File: src/rtl/go_pkg.sv
// go_pkg: shared board cell codes, address width and scan FSM states.
package go_pkg;
  localparam int BOARD_ADDR_W = 6;
  localparam logic [1:0] CELL_EMPTY = 2'b00;
  localparam logic [1:0] CELL_BLACK = 2'b01;
  localparam logic [1:0] CELL_WHITE = 2'b10;
  localparam logic [1:0] CELL_INVALID = 2'b11;
  typedef enum logic [1:0] {IDLE, READ, DRAIN} scan_state_t;
endpackage

File: src/rtl/board_scan_stone_tally.sv
// stone_tally: counts empty/black/white codes on each valid strobe, flags reserved codes.
module stone_tally
  import go_pkg::*;
#(
  parameter int CNT_W = BOARD_ADDR_W + 1
) (
  input  logic             clk,
  input  logic             rst,
  input  logic             clear,
  input  logic             valid,
  input  logic [1:0]       code,
  output logic [CNT_W-1:0] empty_cnt,
  output logic [CNT_W-1:0] black_cnt,
  output logic [CNT_W-1:0] white_cnt,
  output logic             invalid
);
  always_ff @(posedge clk)
    if (rst || clear) begin
      empty_cnt <= '0;
      black_cnt <= '0;
      white_cnt <= '0;
      invalid <= 1'b0;
    end else if (valid) begin
      empty_cnt <= empty_cnt + CNT_W'(code == CELL_EMPTY);
      black_cnt <= black_cnt + CNT_W'(code == CELL_BLACK);
      white_cnt <= white_cnt + CNT_W'(code == CELL_WHITE);
      invalid <= invalid | (code == CELL_INVALID);
    end
endmodule

File: src/rtl/board_scan.sv
// board_scan: reads all board RAM cells in order, streams them out and tallies stones.
module board_scan
  import go_pkg::*;
#(
  parameter int ADDR_W = BOARD_ADDR_W,
  parameter int CNT_W = ADDR_W + 1
) (
  input  logic              clk,
  input  logic              rst,
  input  logic              en,
  output logic              ram_re,
  output logic [ADDR_W-1:0] ram_addr,
  input  logic [1:0]        ram_rd_data,
  output logic              cell_valid,
  output logic [ADDR_W-1:0] cell_addr,
  output logic [1:0]        cell_data,
  output logic [CNT_W-1:0]  empty_cnt,
  output logic [CNT_W-1:0]  black_cnt,
  output logic [CNT_W-1:0]  white_cnt,
  output logic              invalid,
  output logic              done
);
  scan_state_t state;
  logic start;
  assign start = (state == IDLE) && en && !done;
  assign cell_data = ram_rd_data;
  always_ff @(posedge clk)
    if (rst) begin
      state <= IDLE;
      ram_re <= 1'b0;
      ram_addr <= '0;
      cell_valid <= 1'b0;
      cell_addr <= '0;
      done <= 1'b0;
    end else begin
      cell_valid <= ram_re;
      cell_addr <= ram_addr;
      case (state)
        IDLE:
          if (done && !en) done <= 1'b0;
          else if (start) begin
            state <= READ;
            ram_re <= 1'b1;
            ram_addr <= '0;
          end
        READ:
          if (ram_addr == '1) begin
            state <= DRAIN;
            ram_re <= 1'b0;
          end else ram_addr <= ram_addr + ADDR_W'(1);
        DRAIN: begin
          state <= IDLE;
          done <= 1'b1;
        end
        default: state <= IDLE;
      endcase
    end
  stone_tally #(.CNT_W(CNT_W)) u_tally (
    .clk(clk),
    .rst(rst),
    .clear(start),
    .valid(cell_valid),
    .code(ram_rd_data),
    .empty_cnt(empty_cnt),
    .black_cnt(black_cnt),
    .white_cnt(white_cnt),
    .invalid(invalid)
  );
endmodule

File: config.mk
export PLATFORM = sky130hd
export DESIGN_NAME = board_scan
export DESIGN_NICKNAME = d
export VERILOG_FILES = /design/src/rtl/go_pkg.sv /design/src/rtl/board_scan_stone_tally.sv /design/src/rtl/board_scan.sv
export SDC_FILE = /design/constraint.sdc
export NUM_CORES = 1
export LEC_CHECK = 0
export ABC_AREA = 1
export ABC_CLOCK_PERIOD_IN_PS = 2900
export CORE_MARGIN = 2
export CORE_UTILIZATION = 48
export DETAILED_ROUTE_END_ITERATION = 12
export HOLD_SLACK_MARGIN = 0.02
export PLACE_DENSITY = 0.79
export SYNTH_ARGS = -nofsm -noshare
export SYNTH_HDL_FRONTEND = slang
export SYNTH_SLANG_ARGS = --single-unit
File: constraint.sdc
create_clock -name clk -period 2.9 [get_ports clk]
set_input_delay 0.87 -clock clk [delete_from_list [all_inputs] [get_ports clk]]
set_output_delay 0.87 -clock clk [all_outputs]
set_load 0.05 [all_outputs]
== After elaboration in Yosys (flattened, before gate mapping) ==
Cells that the tools add are included.
Word-level totals
  word-level logic and storage cells: 54
  output and inout port bits: 39
  bits in registers: 39
Cells by class
  muxes and demuxes: 14
  bitwise gates (word level): 1
  equality and inequality tests: 11
  add/subtract/negate cells: 4
  reduce and logical (&&, ||, !) cells: 14
Operators by type and width (count)
  $add A7 B1 Y7: 3
  $mux W6: 3
  $pmux W6 S2: 1
  $reduce_and A4 Y1: 2
  $add A6 B1 Y6 const B: 1
  $eq A2 B2 Y1 const B: 3
  $eq A6 B6 Y1 const B: 1
  $mux W2: 3
  $ne A2 B2 Y1 const B: 3
  $eq A2 B1 Y1 const B: 2
  $logic_not A2 Y1: 2
  $mux W1: 4
  $ne A2 B1 Y1 const B: 2
  $pmux W1 S2: 2
  $pmux W2 S2: 1
  $reduce_bool A2 Y1: 2
  $logic_and A1 B1 Y1: 3
  $reduce_and A3 Y1: 1
  $logic_not A1 Y1: 2
  $reduce_and A2 Y1: 1
  $logic_or A1 B1 Y1: 1
  $or A1 B1 Y1: 1

== Depth between registers and ports, before layout ==
  depth after elaboration: 6
  mapped depth: 9
  gate-level depth less buffers: 9

== By module ==
Synthesis repeated with hierarchy kept, for this count alone.
Unflattened totals
  cells, all modules: 231
  area, all modules: 1757.9 um2
By module, submodules not included
  stone_tally: instances 1, area each 1073.5 um2, cells an instance 146
  board_scan: instances 1, area each 684.4 um2, cells an instance 85

== Worst setup path after synthesis ==
OpenSTA, ideal clock, no wires.
  kind: input-to-reg
  start point: in ram_rd_data[1]
  end point: reg u_tally.empty_cnt[6]
  arrival time: 1808 ps
  path buffers: 0
  data required time: 2783 ps
  library setup time: 117 ps
  stages on the path: 8
  slack: 975 ps
  path through: nor2_1 > ha_1 > ha_1 > nand3_1 > nor3_1 > nand3_1 > nand2_1 > nor2_1
On the way
  cells in the longest elaborated chain, start to end: 2
Ends and longest elaborated chain
  start: declaration: RTL line board_scan.sv:13  | input logic [1:0] ram_rd_data,
  $logic_not A2 Y1: RTL line board_scan_stone_tally.sv:24  | empty_cnt <= empty_cnt + CNT_W'(code == CELL_EMPTY);
  $add A7 B1 Y7: RTL line board_scan_stone_tally.sv:24
  end signal: assignment: RTL line board_scan_stone_tally.sv:24
  end: declaration: RTL line board_scan_stone_tally.sv:12  | output logic [CNT_W-1:0] empty_cnt,
No other way between the ends.
A chain may end at the register's enable or synchronous reset.

== Worst setup path in the final report ==
  start point: in ram_rd_data[1]
  end point: out cell_data[1]
RTL lines
  end: declaration: RTL line board_scan.sv:16  | output logic [1:0] cell_data,
No word-level cell between the ends.

==> metrics list <==
* Slew of the pin with the lowest slew margin: 0.5016 ns
* Kind of end point of the critical path: output port
* Post-synthesis instance area: 0.001729 mm²
* Register clock-pin slew on the reported worst setup and hold paths: 0.10 ns
* CTS tree: yes
- Achievable clock frequency: 396.2 MHz
- Final critical path time including I/O delays and setup: 2.524 ns
* Sequential cell area in the final layout: 780.7 µm²
* Average wire per cell in the routed design: 10.74 µm
- Cell-by-cell listing of the critical path: clkdlybuf4s50_1 > buf_12
* Number of buffer and inverter stages on the critical path: 2
- Path category of the worst min-delay check: flip-flop to flip-flop
* CP peak stage delay: 0.61 ns
* Crit path max-delay family: buffers and inverters
- Mean Syn Cell Area: 7.932 µm²
- Post-synthesis async set-or-reset flop share: 0%
- The number of max-slew violations in the final report was 0.
- Pin count of the biggest net entering global routing: 18
* Reg-to-reg slack, setup: 1.53 ns
- The number of antenna diodes in the final layout is 0.
- In this run the post-CTS setup repair buffer count came out at 0.
- Share of final-layout standard cells stronger than drive strength 1: 12.17%
* First-pass GRT wire length: 5713 µm
- Dividing the detail-routed via count by the number of cells gives 4.909.
* Final-layout fill cell count: 288
* Net count after synthesis: 230
* Worst VDD drop: 0.0002974 V
- Max transition margin: 66.45%
* CTS HTree Levels: 2
* Number of buffers created by CTS: 5
- Total of cells resized after clock tree synthesis: 0
* Total die area: 0.004099 mm²
- The number of cells on the worst reg-to-reg path is 7.
- In this run the critical register-to-register path is captured at u_tally.empty_cnt[6].
- For this design the static power due to leakage is 0.8479 nW.
* Number of nets in the finished design: 276
- Antenna Violating Nets Remaining: 0
- Flip-flop and latch count after synthesis: 39
- Worst Setup Slack post-DPL: 0.2550 ns
- The most used flip-flop cell after synthesis is sky130_fd_sc_hd__dfxtp_1.
* Cell row count: 21
- The worst setup path is of the input pin to output port kind.
- Summing over every cut layer, the via total after detailed routing is 1517.
* Slowest cell on crit path: sky130_fd_sc_hd__clkdlybuf4s50_1
* Final-layout setup total negative slack: 0 ns
- The worst hold path begins at ram_re.
- The number of global-route vias before repair was 1353.
- Total of warnings raised by yosys: 0
- Clock sink count: 39
* RR Startpoint: u_tally.empty_cnt[0]
- Along the worst path, the maximum fanout reaches 4.
- Layout area overhead: 30.17%
- Total power draw: 0.0009130 W
* Endpoint, Worst Hold: cell_valid
- Along the worst hold path, the cell count comes to 2.
* Iter 0 DRT Violations: 79
- Die extent in y: 64.02 µm
- Routability-driven placement finished with a final weighted congestion of 0.8613.
* Total routing resource utilization after global routing: 17.91%
- Dividing total power by cell area gives a power density of 405.6 mW/mm².
- The netlist uses 28 different library cells.
- Count of buffers from port buffering: 43
- STA classifies the critical path startpoint as an input pin.
- The hold violation total from the final report is 0.
- After global routing the overflow that remains totals 0.
- The pre-antenna-repair detailed-routing pass consisted of 4 iterations.
- Clock Latency Late Sink: 0.35 ns
* DRC violations left: 0
* Number of instances in the synthesized netlist: 218
- Setup repair after global routing left no endpoint under its margin.
- Number of maximum-capacitance constraint violations: 0
- # setup viols final: 0
- Cell at the root of the clock tree: sky130_fd_sc_hd__clkbuf_4
- Count of pins on the block boundary: 44
- Initial cell density of the core: 51.02%
* Area inside the core boundary: 0.003390 mm²
* Footprint of the multi-input gates: 807.0 µm²
- Summed over all layers, the routed wires come to 3319 µm.
- Setup clock skew after layout: 0.004309 ns
- The run finished with clean final reports.
- Maximum buffer depth of the clock tree: 2
* Worst setup slack after layout: 0.3762 ns
* WP data arrival: 1.65 ns
* HPWL reported at the end of detailed placement: 2485 µm
- Horiz. Die Dim: 64.02 µm
- Post-synth EDFFs: 0
- Hold repair after CTS inserted 0 buffers.
- Initial antenna violation count: 0
- Sequential cell area fraction in the yosys report: 45.15%
- Crit path required time: 2.03 ns
- After layout, the worst path uses 87.03% of the clock period.
[sequential cells by signal, indices dropped and copies added (netlist names), 2 cells and up]
signal,count
ram_addr,6
cell_addr,6
u_tally.empty_cnt,7
u_tally.white_cnt,7
u_tally.black_cnt,7
state,2
[how the worst max path moves through the flow]
| stage | cells after the start | startpoint | to |
|---|---|---|---|
| finish | 2 | ram_rd_data[1] | cell_data[1] |
| global route | 1 | u_tally.white_cnt[4] | white_cnt[4] |
| CTS | 2 | ram_rd_data[1] | cell_data[1] |
| detailed placement | 10 | ram_rd_data[0] | u_tally.black_cnt[6] |
| global placement | 10 | ram_rd_data[1] | u_tally.white_cnt[6] |
| floorplan | 8 | ram_rd_data[1] | u_tally.empty_cnt[6] |
[power breakdown]
group / switching (W) / internal (W)
Clock: 0.000165 / 0.0000862
Sequential: 0.00000518 / 0.000543
Combinational: 0.0000759 / 0.0000382
[layer usage]
layer | share of wire (%) | vias up | wire length (µm) | GRT usage, %
met5 | 0 | - | 0 | 0
li1 | - | 786 | - | -
met1 | 43 | 682 | 1438 | 19.82
met2 | 49 | 41 | 1639 | 31.38
met3 | 5.0 | 8 | 165 | 4.225
met4 | 2.3 | 0 | 76 | 9.783
[cells in the final DEF (no fill, tap or decap), types with 2 or more instances in the layout]
cell type | netlist | layout
sky130_fd_sc_hd__a21oi_1 | 9 | 9
sky130_fd_sc_hd__nor3_1 | 9 | 9
sky130_fd_sc_hd__nor2_1 | 30 | 30
sky130_fd_sc_hd__xor2_1 | 3 | 3
sky130_fd_sc_hd__ha_1 | 7 | 7
sky130_fd_sc_hd__clkbuf_4 | 0 | 5
sky130_fd_sc_hd__nand2_1 | 47 | 47
sky130_fd_sc_hd__nor3b_1 | 2 | 2
sky130_fd_sc_hd__dfxtp_1 | 39 | 39
sky130_fd_sc_hd__a31oi_1 | 2 | 2
sky130_fd_sc_hd__buf_4 | 5 | 2
sky130_fd_sc_hd__inv_2 | 4 | 4
sky130_fd_sc_hd__nand3_1 | 10 | 10
sky130_fd_sc_hd__nand2_4 | 3 | 3
sky130_fd_sc_hd__nand4_1 | 2 | 2
sky130_fd_sc_hd__clkdlybuf4s50_1 | 0 | 41
sky130_fd_sc_hd__inv_1 | 21 | 21
sky130_fd_sc_hd__a21oi_2 | 8 | 8
sky130_fd_sc_hd__o21ai_0 | 5 | 5
sky130_fd_sc_hd__nor2_4 | 2 | 2
sky130_fd_sc_hd__buf_12 | 0 | 2
[through the flow]
step	area (µm²)	util [%]	std cells	hold slack, ns
2_1_floorplan	1729	-	218	0.5003
3_3_place_gp	2210	65.19	303	0.4221
3_5_place_dp	2210	65.19	303	0.4220
4_1_cts	2251	66.41	309	0.4376
5_1_grt	2251	66.41	309	0.4878
6_report	2251	66.41	309	0.4380
[synthesized netlist by cell type (2+ instances only)]
cell                      instances  area [µm²]
sky130_fd_sc_hd__nor3b_1          2       15.01
sky130_fd_sc_hd__ha_1             7       87.58
sky130_fd_sc_hd__xor2_1           3       26.28
sky130_fd_sc_hd__buf_4            5       37.54
sky130_fd_sc_hd__nor2_1          30       112.6
sky130_fd_sc_hd__dfxtp_1         39       780.8
sky130_fd_sc_hd__o21ai_0          5       25.02
sky130_fd_sc_hd__nand4_1          2       12.51
sky130_fd_sc_hd__nand2_1         47       176.4
sky130_fd_sc_hd__nand2_4          3       33.78
sky130_fd_sc_hd__nor3_1           9       45.04
sky130_fd_sc_hd__a21oi_2          8       70.07
sky130_fd_sc_hd__a31oi_1          2       12.51
sky130_fd_sc_hd__inv_2            4       15.01
sky130_fd_sc_hd__inv_1           21       78.83
sky130_fd_sc_hd__nor2_4           2       22.52
sky130_fd_sc_hd__nand3_1         10       50.05
sky130_fd_sc_hd__a21oi_1          9       45.04
[layout make-up]
| type | count | area share [%] |
|---|---|---|
| multi-input cells | 147 | 35.85 |
| flip-flops and latches | 39 | 34.69 |
| repair buffers | 45 | 20.68 |
| inverters | 26 | 4.391 |
| well taps | 46 | 2.557 |
| clock buffers | 6 | 1.834 |
[cell families (layout without fill, tap and decap cells)]
logic type | Yosys count | count (layout) | share of synthesized area, %
DFF | 39 | 39 | 45.15
xor gates and xnor gates | 3 | 3 | 1.520
AOI/OAI and AO/OA | 27 | 27 | 10.13
and+or+nand+nor | 110 | 110 | 29.96
adders and majority gates | 7 | 7 | 5.065
buffers and inverters | 32 | 77 | 8.176
(Power assumes the default switching activity.)
